### src/rtl/cordic_hyp_sched_if.sv
// cordic_hyp_sched_if: requester, result and core-side signals of the CORDIC scheduler; slave = scheduler, master = clients/core
interface cordic_hyp_sched_if #(
  parameter int N_REQ = 4
);
  logic [N_REQ-1:0] req;
  logic [4*N_REQ-1:0] req_func;
  logic [16*N_REQ-1:0] req_x;
  logic [16*N_REQ-1:0] req_y;
  logic [N_REQ-1:0] gnt;
  logic out_valid;
  logic [2:0] out_id;
  logic signed [31:0] out_result;
  logic core_st;
  logic [15:0] core_x;
  logic [15:0] core_y;
  logic [3:0] core_func;
  logic signed [31:0] core_result;
  modport slave (
    input req, req_func, req_x, req_y, core_result,
    output gnt, out_valid, out_id, out_result, core_st, core_x, core_y, core_func
  );
  modport master (
    output req, req_func, req_x, req_y, core_result,
    input gnt, out_valid, out_id, out_result, core_st, core_x, core_y, core_func
  );
endinterface

### src/rtl/cordic_hyp_sched.sv
// cordic_hyp_sched: round-robin scheduler sharing one hyperbolic CORDIC core (clk, rst, bus: requests in, grants/results/core drive out)
module cordic_hyp_sched #(
  parameter int N_REQ = 4,
  parameter int LATENCY = 16
) (
  input logic clk,
  input logic rst,
  cordic_hyp_sched_if.slave bus
);
  typedef enum logic [1:0] {IDLE, ISSUE, WAIT, DONE} state_t;
  state_t state;
  logic [2:0] ptr;
  logic [2:0] win;
  logic [2:0] pick;
  logic [15:0] cnt;
  logic [7:0] req_pad;
  logic [31:0] func_pad;
  logic [127:0] x_pad;
  logic [127:0] y_pad;
  logic [3:0] f_w;
  logic [15:0] x_w;
  logic [15:0] y_w;
  logic ln_w;
  assign req_pad = 8'(bus.req);
  assign func_pad = 32'(bus.req_func);
  assign x_pad = 128'(bus.req_x);
  assign y_pad = 128'(bus.req_y);
  assign f_w = func_pad[{pick, 2'b00} +: 4];
  assign x_w = x_pad[{pick, 4'b0000} +: 16];
  assign y_w = y_pad[{pick, 4'b0000} +: 16];
  assign ln_w = f_w == 4'd8;
  // descending scan so the requester closest above ptr is the last to win
  always_comb begin
    pick = ptr;
    for (int k = N_REQ - 1; k >= 0; k--)
      if (req_pad[3'((int'(ptr) + k) % N_REQ)]) pick = 3'((int'(ptr) + k) % N_REQ);
  end
  always_ff @(posedge clk) begin
    if (rst) begin
      state <= IDLE;
      ptr <= '0;
      win <= '0;
      cnt <= '0;
      bus.gnt <= '0;
      bus.out_valid <= 1'b0;
      bus.out_id <= '0;
      bus.out_result <= '0;
      bus.core_st <= 1'b0;
      bus.core_x <= '0;
      bus.core_y <= '0;
      bus.core_func <= '0;
    end else begin
      case (state)
        IDLE: if (|bus.req) begin
          win <= pick;
          bus.gnt <= N_REQ'(8'd1 << pick);
          bus.core_st <= 1'b1;
          bus.core_func <= f_w;
          // ln(x) runs as atanh-style on (x+1, x-1) in Q2.14
          bus.core_x <= ln_w ? x_w + 16'h4000 : x_w;
          bus.core_y <= ln_w ? x_w - 16'h4000 : y_w;
          state <= ISSUE;
        end
        ISSUE: begin
          bus.gnt <= '0;
          bus.core_st <= 1'b0;
          cnt <= 16'(LATENCY - 1);
          state <= WAIT;
        end
        WAIT: if (cnt == '0) begin
          bus.out_result <= (bus.core_func == 4'd8) ? {bus.core_result[30:0], 1'b0} : bus.core_result;
          bus.out_id <= win;
          bus.out_valid <= 1'b1;
          state <= DONE;
        end else cnt <= cnt - 16'd1;
        DONE: begin
          bus.out_valid <= 1'b0;
          ptr <= (win == 3'(N_REQ - 1)) ? 3'd0 : win + 3'd1;
          state <= IDLE;
        end
        default: state <= IDLE;
      endcase
    end
  end
endmodule

### src/flat_wrapper.sv
// flat-port wrapper written by rule: the top's interface ports become plain ports
module cordic_hyp_sched_flat 
#(
  parameter int N_REQ = 4,
  parameter int LATENCY = 16
)
  (clk, rst, bus_req, bus_req_func, bus_req_x, bus_req_y, bus_core_result, bus_gnt, bus_out_valid, bus_out_id, bus_out_result, bus_core_st, bus_core_x, bus_core_y, bus_core_func);
  cordic_hyp_sched_if #(.N_REQ(N_REQ)) bus_i ();
  input logic clk;
  input logic rst;
  input wire logic [$bits(bus_i.req)-1:0] bus_req;
  input wire logic [$bits(bus_i.req_func)-1:0] bus_req_func;
  input wire logic [$bits(bus_i.req_x)-1:0] bus_req_x;
  input wire logic [$bits(bus_i.req_y)-1:0] bus_req_y;
  input wire logic [$bits(bus_i.core_result)-1:0] bus_core_result;
  output wire logic [$bits(bus_i.gnt)-1:0] bus_gnt;
  output wire logic [$bits(bus_i.out_valid)-1:0] bus_out_valid;
  output wire logic [$bits(bus_i.out_id)-1:0] bus_out_id;
  output wire logic [$bits(bus_i.out_result)-1:0] bus_out_result;
  output wire logic [$bits(bus_i.core_st)-1:0] bus_core_st;
  output wire logic [$bits(bus_i.core_x)-1:0] bus_core_x;
  output wire logic [$bits(bus_i.core_y)-1:0] bus_core_y;
  output wire logic [$bits(bus_i.core_func)-1:0] bus_core_func;
  assign bus_i.req = bus_req;
  assign bus_i.req_func = bus_req_func;
  assign bus_i.req_x = bus_req_x;
  assign bus_i.req_y = bus_req_y;
  assign bus_i.core_result = bus_core_result;
  assign bus_gnt = bus_i.gnt;
  assign bus_out_valid = bus_i.out_valid;
  assign bus_out_id = bus_i.out_id;
  assign bus_out_result = bus_i.out_result;
  assign bus_core_st = bus_i.core_st;
  assign bus_core_x = bus_i.core_x;
  assign bus_core_y = bus_i.core_y;
  assign bus_core_func = bus_i.core_func;
  cordic_hyp_sched #(.N_REQ(N_REQ), .LATENCY(LATENCY)) u_core (.clk(clk), .rst(rst), .bus(bus_i));
endmodule
### config.mk
export PLATFORM = sky130hd
export DESIGN_NAME = cordic_hyp_sched_flat
export DESIGN_NICKNAME = d
export VERILOG_FILES = /design/src/rtl/cordic_hyp_sched_if.sv /design/src/rtl/cordic_hyp_sched.sv /design/src/flat_wrapper.sv
export SDC_FILE = /design/constraint.sdc
export NUM_CORES = 1
export LEC_CHECK = 0
export CORE_MARGIN = 5
export CORE_UTILIZATION = 35
export CTS_CLUSTER_SIZE = 14
export DETAILED_ROUTE_END_ITERATION = 6
export HOLD_SLACK_MARGIN = 0.15
export PLACE_DENSITY = 0.7
export SYNTH_ARGS = -nofsm -noshare
export SYNTH_HDL_FRONTEND = slang
export SYNTH_SLANG_ARGS = --single-unit
### constraint.sdc
create_clock -name clk -period 4.5 [get_ports clk]
set_input_delay 0.45 -clock clk [delete_from_list [all_inputs] [get_ports clk]]
set_output_delay 0.45 -clock clk [all_outputs]
set_load 0.1 [all_outputs]
==> summary.txt <==
Yosys
  – Number of synthesized flops with an enable pin: 0
  – Register area share after synthesis: between 30% and 40%
  – Synthesized flop and latch total: between 100 and 150
  – Post-synth top area share: between 30% and 40%
  – Gate Count Post-Synth: ~580
  – Synth unique cells: 54
  – Syn Nets: 766
  – Ranking of synthesized cells by area: dfxtp_1 37%, mux4_2 15%, mux2i_1 7.5%
  – Main synth FF type: dfxtp_1
  – Ys async rst share: 0%
  – Cell area after synthesis: about 5500 µm²
  – Warnings, synthesis: 0
  – Top post-synthesis cells by count: 101 x dfxtp_1, 69 x nand2_1, 69 x nor2_1, 46 x a211oi_1
  – Dominant cell type by area after synthesis: dfxtp_1
  – Count leader, synth: dfxtp_1
  – Syn avg cell area: around 9.5 µm²

Power and ir drop
  – Int Pwr: 2.70 mW
  – Flop pwr share: 23.7%
  – PwrDens: 666 nW/µm²
  – Peak supply drop: around 300 µV
  – Switch Pwr: 2.98 mW
  – Combinational Power Share: between 60% and 70%
  – Leakage: a little under 3 nW
  – Sw Ratio: a little over half
  – Power share of the clock group: 15.4%

Worst setup path
  – WP data arrival: 3600 ps
  – Crit. End Element: flop
  – Startpoint types: input pin
  – Worst Path Required: about 4700 ps
  – Critical setup path kind: in -> reg
  – Critical Path Fanout Max: 19

STA
  – Tcrit/Tclk final: around three quarters
  – Hold WS: around 450 ps
  – Least-Margin Pin Slew: approximately 1100 ps
  – Setup TNS: 0 ps
  – Tmin final: 3350 ps
  – RSZ-0062 raised after global routing: false
  – Final count of negative-setup-slack endpoints: 0
  – Highest clock rate: between 200 and 300 MHz
  – Layout Skew: ~8.2 ps
  – Hold Violations, Final: 0
  – Pins over their slew limit: 0
  – Slew Limit Headroom: roughly 29%

Drt
  – Vias after detailed routing: between 5000 and 6000
  – Initial DRC count: between 300 and 400
  – Remaining DRCs: 0
  – DR vias/cell: 5.25
  – 1st-pass router iterations: 5
  – Post-route ant nets: 0
  – WL final: 19100 µm
  – Wire per inst: between 15 and 20 µm

Status
  – Status: complete, no violations

Final layout
  – Share of cells above drive strength 1: under 10%
  – Area growth from synthesis to layout: 56.3%
  – Design area: 8540 µm²
  – Final net count: ~1000

Global routing
  – All-Layer GR Usage: around a fifth
  – Number of global-route vias before repair: 5347
  – Largest net degree at the start of global routing: 99
  – Initial antenna violation count: 1
  – First-pass GRT wire length: approximately 29000 µm
  – Grt ovf: 0

Clock tree
  – Worst-path clk slew: 70 ps
  – Clock latency on the worst-skew pair: between 300 and 400 ps
  – CTS tree: done
  – Post-CTS sizing: 0
  – H-tree depth: 3
  – Root buffer cell: clkbuf_16
  – Cts bufs inserted: 9
  – Sink Count: a little over 100
  – CTS Hold Bufs: 0
  – Max Root-Sink Buffers: 2
  – Post-CTS setup buffer count: 0

Place
  – Hpwl dp: 15000 µm
  – Port-buffer cells: about 260
  – Area after DPL: around 8200 µm²
  – RePlAce Congestion: between 0.9 and 1

Floorplan
  – Initial Util: a little over a third
  – Total core area: around 15000 µm²
  – Die W: between 100 and 150 µm
  – DIE AREA: between 15000 and 20000 µm²
  – # IOs: 259
  – Die Ht: around 130 µm
  – Num rows: between 40 and 50

Run
  – Max-cap violations: 0

Hold path
  – Tightest Hold Check Type: reg -> reg
[path summary, 6_finish.rpt]
kind                               from                  endpoint  slack [ps]  cells past startpoint
setup / recovery             bus_req[2]     u_core.bus.core_y[14]        1150                      8
setup reg to reg          u_core.cnt[7]  u_core.bus.out_result[8]        1260                      7
hold reg to reg   u_core.bus.core_x[11]     u_core.bus.core_x[11]         450                      2
hold / removal    u_core.bus.core_x[11]     u_core.bus.core_x[11]         450                      2
[cell type report]
class / count / area (µm²)
Fill cell: 1347 / 6720
Multi-Input combinational cell: 421 / 3230
Timing Repair Buffer: 266 / 2640
Sequential cell: 101 / 2020
Clock buffer: 12 / 267
Tap cell: 211 / 264
Clock inverter: 4 / 77.6
Inverter: 11 / 41.3
Antenna cell: 2 / 5.00
[power by group through the flow]
stage,clock network (mW),logic (mW),registers [mW]
after floorplan,0,1.14,2.79
after global placement,0,3.42,1.35
after global routing,0.932,3.66,1.38
after CTS,0.893,3.48,1.34
after detailed placement,0,3.47,1.36
final,0.875,3.47,1.35
[flip-flops by register name (all words and copies together) (netlist names), 2 cells and up]
name                   count
u_core.bus.out_result     32
u_core.bus.core_x         16
u_core.bus.core_y         16
u_core.cnt                16
u_core.bus.core_func       4
u_core.bus.gnt             4
u_core.bus.out_id          3
u_core.ptr                 3
u_core.win                 3
u_core.state               2
[per-stage QoR]
step	power, mW	utilization [%]	setup WS [ps]	cells
after CTS	5.72	56.0	1210	1026
final	5.69	56.0	1150	1028
after global placement	4.76	53.7	1030	1010
after global routing	5.97	56.0	946	1027
after detailed placement	4.83	53.7	872	1010
after floorplan	3.93	-	1720	577
[cell usage in the layout, fill, tap and decap left out, types with 7 or more instances in the layout]
cell,instances
a211oi_1,46
a21oi_1,41
a31oi_1,17
buf_4,9
clkbuf_16,9
clkdlybuf4s50_1,257
dfxtp_1,101
ha_1,7
inv_1,11
mux2i_1,41
mux4_2,36
nand2_1,69
nand2b_1,9
nor2_1,68
o21ai_0,8
xor2_1,8
[critical path, cell delays in order]
cell	delay, ps
clkdlybuf4s50_1	610
nand2b_1	140
a211o_1	360
o311ai_4	180
mux4_2	650
nor3_4	670
a22oi_1	200
o41ai_1	330
[cell families after synthesis]
group	after synthesis	synth area share, %
simple gates	191	16.1
compound gates	135	16.5
flops	101	37.0
mux	79	23.0
buf+inv	55	4.39
xor+xnor	9	1.44
fa+ha+maj	7	1.60
[metal layers]
metal / global-route usage (%) / vias to the layer above / wire [µm]
met5: 0 / - / 0
met4: 7.28 / 0 / 391
met3: 3.17 / 22 / 986
met2: 33.1 / 188 / 9440
met1: 27.1 / 2574 / 8280
li1: - / 2614 / -
No activity file was read; power rests on OpenSTA's default activity.
